<file path="config.mk">
export PLATFORM = sky130hd
export DESIGN_NAME = vctr_fetch_sequencer
export DESIGN_NICKNAME = d
export VERILOG_FILES = /design/src/rtl/vctr_seq_pkg.sv /design/src/rtl/vctr_fetch_sequencer.sv
export SDC_FILE = /design/constraint.sdc
export NUM_CORES = 1
export LEC_CHECK = 0
export CORE_MARGIN = 5
export CORE_UTILIZATION = 40
export CTS_BUF_LIST = sky130_fd_sc_hd__clkbuf_4
export DETAILED_ROUTE_END_ITERATION = 10
export PLACE_DENSITY = 0.73
export SYNTH_ARGS = -nofsm -noshare
export SYNTH_HDL_FRONTEND = slang
export SYNTH_SLANG_ARGS = --single-unit
</file>
<file path="constraint.sdc">
create_clock -name clk -period 6.6 [get_ports clk]
set_input_delay 1.65 -clock clk [delete_from_list [all_inputs] [get_ports clk]]
set_output_delay 1.65 -clock clk [all_outputs]
set_load 0.02 [all_outputs]
</file>
<file path="src/rtl/vctr_seq_pkg.sv">
// ---------------------------------------------------------------------------
// vctr_seq_pkg
// Shared definitions for the vector fetch sequencer: the sequencer state
// encoding, the default fetch address stride and the data/count widths.
// No ports; imported by vctr_fetch_sequencer.
// ---------------------------------------------------------------------------
package vctr_seq_pkg;

  // Default byte stride between consecutive fetch addresses
  localparam int unsigned ADDR_INCR_DEF = 4;

  // Default width of FIFO word counts and their thresholds
  localparam int unsigned CNT_W_DEF = 16;

  // Fixed widths of the fetch address path and the consecutive-run counter
  localparam int unsigned ADDR_W   = 32;
  localparam int unsigned CONSEC_W = 8;

  // Sequencer states
  typedef enum logic [1:0] {
    ST_IDLE  = 2'd0,
    ST_POP   = 2'd1,
    ST_ISSUE = 2'd2,
    ST_DONE  = 2'd3
  } seq_state_t;

endpackage

</file>
<file path="src/rtl/vctr_fetch_sequencer.sv">
// ---------------------------------------------------------------------------
// vctr_fetch_sequencer
// Pops base addresses from a first-word-fall-through address FIFO and turns
// each one into a run of 1 + consec_count fetch requests, stepping by
// ADDR_INCR bytes. Requests are throttled by the vector FIFO high-water mark.
//
// Ports:
//   clk, reset                   clock, asynchronous active-high reset
//   run_program, end_program,    driver control: start, finish after the
//   abort_program, program_error current run, immediate abort / error
//   freeze_addr_fifo             inhibit address FIFO pops
//   send_consec_addr,            enable consecutive-address expansion and
//   consec_count                 number of extra fetches per popped address
//   addr_fifo_dout/_empty        address FIFO head word and empty flag
//   addr_fifo_rd                 one-cycle address FIFO pop strobe
//   words_in_addr_fifo,          start condition (count >= threshold)
//   addr_fifo_threshold
//   words_in_vctr_fifo,          fetches only while count < threshold
//   vector_fifo_threshold
//   fetch_valid/addr/ready       fetch request handshake
//   seq_busy, seq_done           status (POP/ISSUE, DONE)
//   fetch_issued                 accepted fetches since the run started
//   stall_cycles                 only with VCTR_SEQ_STALL_CNT_EN defined:
//                                ISSUE cycles with fetch_valid low, saturating
// ---------------------------------------------------------------------------
module vctr_fetch_sequencer
  import vctr_seq_pkg::*;
#(
  parameter int unsigned ADDR_INCR = ADDR_INCR_DEF,
  parameter int unsigned CNT_W     = CNT_W_DEF
) (
  input  logic                clk,
  input  logic                reset,
  input  logic                run_program,
  input  logic                end_program,
  input  logic                abort_program,
  input  logic                freeze_addr_fifo,
  input  logic                send_consec_addr,
  input  logic [CONSEC_W-1:0] consec_count,
  input  logic                program_error,
  input  logic [ADDR_W-1:0]   addr_fifo_dout,
  input  logic                addr_fifo_empty,
  input  logic [CNT_W-1:0]    words_in_addr_fifo,
  input  logic [CNT_W-1:0]    addr_fifo_threshold,
  input  logic [CNT_W-1:0]    words_in_vctr_fifo,
  input  logic [CNT_W-1:0]    vector_fifo_threshold,
  output logic                addr_fifo_rd,
  output logic                fetch_valid,
  output logic [ADDR_W-1:0]   fetch_addr,
  input  logic                fetch_ready,
  output logic                seq_busy,
  output logic                seq_done,
  output logic [31:0]         fetch_issued
`ifdef VCTR_SEQ_STALL_CNT_EN
  ,
  output logic [31:0]         stall_cycles
`endif
);

  seq_state_t          state_q;
  seq_state_t          state_d;
  logic [CONSEC_W-1:0] remaining_q;
  logic                end_pending_q;

  logic kill;
  logic start;
  logic can_pop;
  logic vctr_room;
  logic handshake;
  logic load;
  logic clear_cnt;

  assign kill      = abort_program | program_error;
  assign start     = run_program && (words_in_addr_fifo >= addr_fifo_threshold);
  assign can_pop   = !addr_fifo_empty && !freeze_addr_fifo;
  assign vctr_room = words_in_vctr_fifo < vector_fifo_threshold;
  assign handshake = fetch_valid && fetch_ready;

  assign seq_busy = (state_q == ST_POP) || (state_q == ST_ISSUE);
  assign seq_done = (state_q == ST_DONE);

  // Next-state and strobe decode. Abort/error is applied last so it overrides
  // every other transition and also masks the pop strobe and fetch_valid in
  // the abort cycle, so no request can be accepted while being torn down.
  // The pop strobe is only produced in POP and the state always leaves POP
  // on a pop, so pops are at least two cycles apart.
  always_comb begin
    state_d      = state_q;
    addr_fifo_rd = 1'b0;
    fetch_valid  = 1'b0;
    load         = 1'b0;
    clear_cnt    = 1'b0;
    case (state_q)
      ST_IDLE: begin
        if (start) begin
          state_d   = ST_POP;
          clear_cnt = 1'b1;
        end
      end
      ST_POP: begin
        if (end_program) begin
          state_d = ST_DONE;
        end else if (can_pop) begin
          addr_fifo_rd = 1'b1;
          load         = 1'b1;
          state_d      = ST_ISSUE;
        end
      end
      ST_ISSUE: begin
        fetch_valid = vctr_room;
        if (vctr_room && fetch_ready && (remaining_q == '0)) begin
          state_d = (end_program || end_pending_q) ? ST_DONE : ST_POP;
        end
      end
      ST_DONE: begin
        if (!run_program) begin
          state_d = ST_IDLE;
        end
      end
      default: state_d = ST_IDLE;
    endcase
    if (kill) begin
      state_d      = ST_IDLE;
      addr_fifo_rd = 1'b0;
      fetch_valid  = 1'b0;
      load         = 1'b0;
      clear_cnt    = 1'b0;
    end
  end

  // State, address run and counters. An end request seen mid-run is latched
  // so a one-cycle end_program pulse still ends the program once the current
  // address run has drained.
  always_ff @(posedge clk or posedge reset) begin
    if (reset) begin
      state_q       <= ST_IDLE;
      fetch_addr    <= '0;
      remaining_q   <= '0;
      fetch_issued  <= '0;
      end_pending_q <= 1'b0;
    end else begin
      state_q <= state_d;

      if (clear_cnt) begin
        fetch_issued <= '0;
      end else if (handshake) begin
        fetch_issued <= fetch_issued + 32'd1;
      end

      if (load) begin
        fetch_addr  <= addr_fifo_dout;
        remaining_q <= send_consec_addr ? consec_count : '0;
      end else if (handshake && (remaining_q != '0)) begin
        fetch_addr  <= fetch_addr + ADDR_W'(ADDR_INCR);
        remaining_q <= remaining_q - 1'b1;
      end

      if ((state_q == ST_ISSUE) && !kill) begin
        end_pending_q <= end_pending_q | end_program;
      end else begin
        end_pending_q <= 1'b0;
      end
    end
  end

`ifdef VCTR_SEQ_STALL_CNT_EN
  // Cycles spent in ISSUE without a valid request (vector FIFO full or abort)
  always_ff @(posedge clk or posedge reset) begin
    if (reset) begin
      stall_cycles <= '0;
    end else if (clear_cnt) begin
      stall_cycles <= '0;
    end else if ((state_q == ST_ISSUE) && !fetch_valid && (stall_cycles != '1)) begin
      stall_cycles <= stall_cycles + 32'd1;
    end
  end
`endif

endmodule

</file>
### Word level (Yosys, flattened, before mapping)

Cells that the tools add are included.

* input bits: 114
* output and inout bits: 68
* register bits after elaboration: 75
* latch bits: 0
* RAM bits: 0
* memories: 0
* word-level logic and storage cells: 62
* bits in read-only memories: 0

* order comparisons: 2
* muxes and demuxes: 25
* bitwise logic cells: 2
* add/subtract/negate cells: 3
* equality and inequality tests: 7
* reductions and logical operators: 18
* div/mod/pow operators: 0
* multiply operators: 0
* shift operators: 0

Operator list (count)
* two-way mux 32 bit: 4
* adder 32 x 1 -> 32 bit, second input constant: 1
* adder 32 x 3 -> 32 bit, second input constant: 1
* two-way mux 8 bit: 3
* >= comparator 16 bit: 1
* < comparator 16 bit: 1
* two-way mux 2 bit: 7
* two-way mux 1 bit: 10
* zero test 8 bit: 1
* case mux 2 bit (4 select lines): 1
* nonzero test 8 bit: 1
* subtractor 8 x 1 -> 8 bit, second input constant: 1
* logical AND 1 bit: 7
* inequality test 3 bit, second input constant: 2
* equality test 2 bit, second input constant: 2
* inequality test 4 bit, second input constant: 1
* AND reduction 4 bit: 1
* nonzero test 2 bit: 2
* zero test 1 bit: 3
* inequality test 3 x 2 -> 1 bit, second input constant: 1
* equality test 2 x 1 -> 1 bit, second input constant: 1
* zero test 2 bit: 1
* logical OR 1 bit: 2
* bitwise OR 1 bit: 2

### Logic depth before layout (Yosys ltp)

* word-level depth: 7
* depth in mapped cells: 11
* gate-level depth less buffers: 9

### Worst setup path before layout

No wires, ideal clock.

* path type: input to output
* from: in vector_fifo_threshold[7]
* to: out fetch_valid
* required time: 4.950 ns
* slack: 1.038 ns
* arrival time: 3.912 ns
* path buffers: 2
* stages on the path: 9
* path through: inv_1 > ha_1 > a211oi_1 > nand2_1 > o31ai_1 > buf_2 > clkbuf_1 > inv_1 > nor4_1

* cells in the longest elaborated chain, start to end: 3

Ends and longest elaborated chain
* start, declared: RTL line vctr_fetch_sequencer.sv:46 `input logic [CNT_W-1:0] vector_fifo_threshold,`
* < comparator 16 bit: RTL line vctr_fetch_sequencer.sv:76 `assign vctr_room = words_in_vctr_fifo < vector_fifo_threshold;`
* two-way mux 1 bit: RTL line vctr_fetch_sequencer.sv:93 `case (state_q)`
* two-way mux 1 bit: RTL line vctr_fetch_sequencer.sv:122 `if (kill) begin`
* end, declared: RTL line vctr_fetch_sequencer.sv:48 `output logic fetch_valid,`

Every way passes these cells.

### Final worst setup path

Ends and elaborated chain as after synthesis.

==> impl_metrics.json <==
{
  "power_density_mw_per_mm2": 145,
  "grt_max_degree": 63,
  "fmax_mhz": 168,
  "h-tree-depth": 3,
  "ir_drop_mv": 0.0958,
  "die_h_um": 122,
  "final_common_cell": "clkdlybuf4s50_1",
  "hold_violations": 0,
  "critPathBufInv": 4,
  "tns_ns": 0,
  "skew_ns": 0.0154,
  "cp_cell_sequence": "clkdlybuf4s50_1, inv_1, ha_1, a211oi_1, nand2_1, o211a_1, o31ai_4, inv_1, nor4_1, clkdlybuf4s50_1",
  "maxSlewViolCount": 0,
  "avgViaCountPerCell": 5.31,
  "die_area_sq_mm": 0.0149,
  "syn_avg_cell_area_sq_um": 8.54,
  "regArea_sq_mm": 0.00188,
  "cts.sinks": 75,
  "syn_nets": 741,
  "grt_usage_pct": 19.9,
  "io_buffer_count": 181,
  "final_nets": 916,
  "finalSetupViolations": 0,
  "antenna_found_initial": 0,
  "gp_congestion": 0.810,
  "cts-root-buf": "clkbuf_4",
  "drtPass1Iterations": 5,
  "maxCapViolCount": 0,
  "drt-total-wl_mm": 14.9,
  "cts_setup_buffers": 0,
  "yosysSeqAreaShare_pct": 37.4,
  "route.detailed.drc": 0,
  "rows": 41,
  "synthCells": 588,
  "ys.warnings.count": 0,
  "vias": 4982,
  "multiInputGateArea_sq_mm": 0.00289,
  "period_share_pct": 90.2,
  "ant_nets": 0,
  "slowest_delay_ns": 0.68,
  "areaGrowthSynthToFinish_pct": 41.4,
  "critPathCaptureType": "primary output",
  "critPathTopFamily": "buffers and inverters",
  "grt_pass1_vias": 5025,
  "crit_required_ns": 4.95,
  "core_sq_mm": 0.0125,
  "ctsHoldBuffers": 0,
  "nFillCells": 1157,
  "p_leak_nw": 3.03,
  "start_util_pct": 40.3,
  "cts_inserted_buffers": 9,
  "p_total_mw": 1.03,
  "setup.worst_path.class": "in -> out",
  "synth-seq-cells": 75,
  "wl_per_cell_um": 15.9,
  "cts_tree": "built",
  "pin_count": 182,
  "place_area_sq_mm": 0.00700,
  "arrival_ns": 4.30,
  "design_area_sq_mm": 0.00710,
  "die_w_um": 122,
  "final_cell_mix": "clkdlybuf4s50_1 (181), dfrtp_1 (75), nand2_1 (56), a21oi_1 (55), inv_1 (42)",
  "hold_path_class": "reg -> reg",
  "slew_headroom_pct": 46.3,
  "rsz0062_at_grt": "false",
  "worstPathMaxFanout": 4,
  "crit_slowest_cell": "clkdlybuf4s50_1",
  "clock_latency_ns": 0.43,
  "drtIter0Drc": 202,
  "num_antenna_cells": 0,
  "drive_gt1_share_pct": 4.82,
  "cts.path.max_buffers": 2,
  "hpwl_mm": 11.4,
  "cp-start-kind": "input pin",
  "grt_pass1_wl_mm": 24.0,
  "post-route-util_pct": 56.9,
  "overflow": 0,
  "cts_resized": 0,
  "synth_cell_types": 49,
  "worst_pin_slew_ns": 0.805,
  "path_clk_slew_ns": 0.12,
  "hold_ws_ns": 0.512,
  "synth_area_sq_mm": 0.00502,
  "period_needed_ns": 5.95,
  "status": "completed"
}
==> through the flow <==
step           std cells  worst slack (ns)
6_report             939             0.646
2_1_floorplan        588              1.04
3_3_place_gp         924             0.693
5_1_grt              939             0.474
3_5_place_dp         924             0.651
4_1_cts              939             0.613
==> power by group <==
part	switching, mW	leakage [nW]	internal [mW]
sequential	0.0367	1.03	0.489
clock	0.157	0.0585	0.0749
combinational	0.122	1.94	0.147
total	0.316	3.03	0.711
==> Yosys cell counts (all sizes together) <==
| cell | instances | area, sq um |
|---|---|---|
| and4 | 3 | 26.3 |
| a311o | 1 | 11.3 |
| o31ai | 6 | 45.0 |
| nand2 | 57 | 216 |
| o21ai | 51 | 255 |
| or4b | 1 | 13.8 |
| nor2b | 1 | 6.26 |
| o211ai | 1 | 7.51 |
| nand3 | 41 | 210 |
| xnor2 | 3 | 26.3 |
| o311ai | 2 | 17.5 |
| nand2b | 2 | 12.5 |
| a211o | 1 | 8.76 |
| or3 | 23 | 144 |
| o21a | 1 | 7.51 |
| nor3 | 7 | 56.3 |
| o211a | 1 | 10.0 |
| buf | 7 | 47.6 |
| nor4 | 5 | 43.8 |
| a21oi | 55 | 275 |
| nor4b | 1 | 23.8 |
| a2111oi | 2 | 17.5 |
| nor2 | 34 | 128 |
| or2 | 2 | 12.5 |
| a21o | 1 | 7.51 |
| nand4 | 33 | 231 |
| inv | 43 | 161 |
| a211oi | 3 | 22.5 |
| mux2i | 1 | 10.0 |
| and3 | 16 | 100 |
| or4 | 7 | 52.6 |
| o221ai | 1 | 8.76 |
| clkbuf | 16 | 60.1 |
| dfrtp | 75 | 1880 |
| a31oi | 2 | 12.5 |
| ha | 39 | 488 |
| xor2 | 39 | 342 |
| and2 | 4 | 25.0 |
==> state kept, by name (all words and copies together) (netlist names) <==
| register | flops |
|---|---|
| remaining_q | 8 |
| fetch_issued | 32 |
| fetch_addr | 32 |
| end_pending_q | 1 |
| state_q | 2 |
==> per-layer routing <==
layer / up-vias / GRT usage (%) / share of wire [%]
met1: 2353 / 24.5 / 42
met3: 22 / 4.60 / 6.2
li1: 2449 / - / -
met5: - / 0 / 0
met2: 158 / 34.0 / 50
met4: 0 / 7.14 / 2.0
==> logic make-up (layout without fill, tap and decap cells) <==
family,Yosys count,in the layout,synth area share [%]
AO/OA/AOI/OAI,128,128,14.1
XOR/XNOR,42,42,7.33
adder cells (fa/ha/maj),39,39,9.72
buffers and inverters,66,245,5.36
flip-flops,75,75,37.4
multiplexers,1,1,0.199
AND/OR/NAND/NOR,237,237,25.9
==> final cells by class <==
type	count	share of cell area, %
Clock inverter	5	0.300
Tap cell	172	3.03
Timing Repair Buffer	187	26.2
Multi-Input combinational cell	447	40.7
Inverter	43	2.27
Sequential cell	75	26.4
Clock buffer	10	1.06
==> worst reg2reg max path, delay by kind of cell (launching register included) <==
kind / cells / cell delay (ns)
AND/OR/NAND/NOR: 4 / 1.95
flip-flops: 1 / 0.44
adder cells (fa/ha/maj): 1 / 0.20
AO/OA/AOI/OAI: 1 / 0.14
buffers and inverters: 1 / 0.12
==> path summary, 6_finish.rpt <==
check / start / to / slack, ns / depth (start not counted)
max: vector_fifo_threshold[7] / fetch_valid / 0.65 / 10
min: fetch_addr[0] / fetch_addr[0] / 0.51 / 2
max reg2reg: state_q[0] / fetch_issued[21] / 3.68 / 7
min reg2reg: fetch_addr[0] / fetch_addr[0] / 0.51 / 2
max in group asynchronous: reset / fetch_issued[30] / 4.01 / 3
min in group asynchronous: reset / fetch_addr[29] / 1.48 / 2
Note: power is estimated with default switching activity, not from simulation.
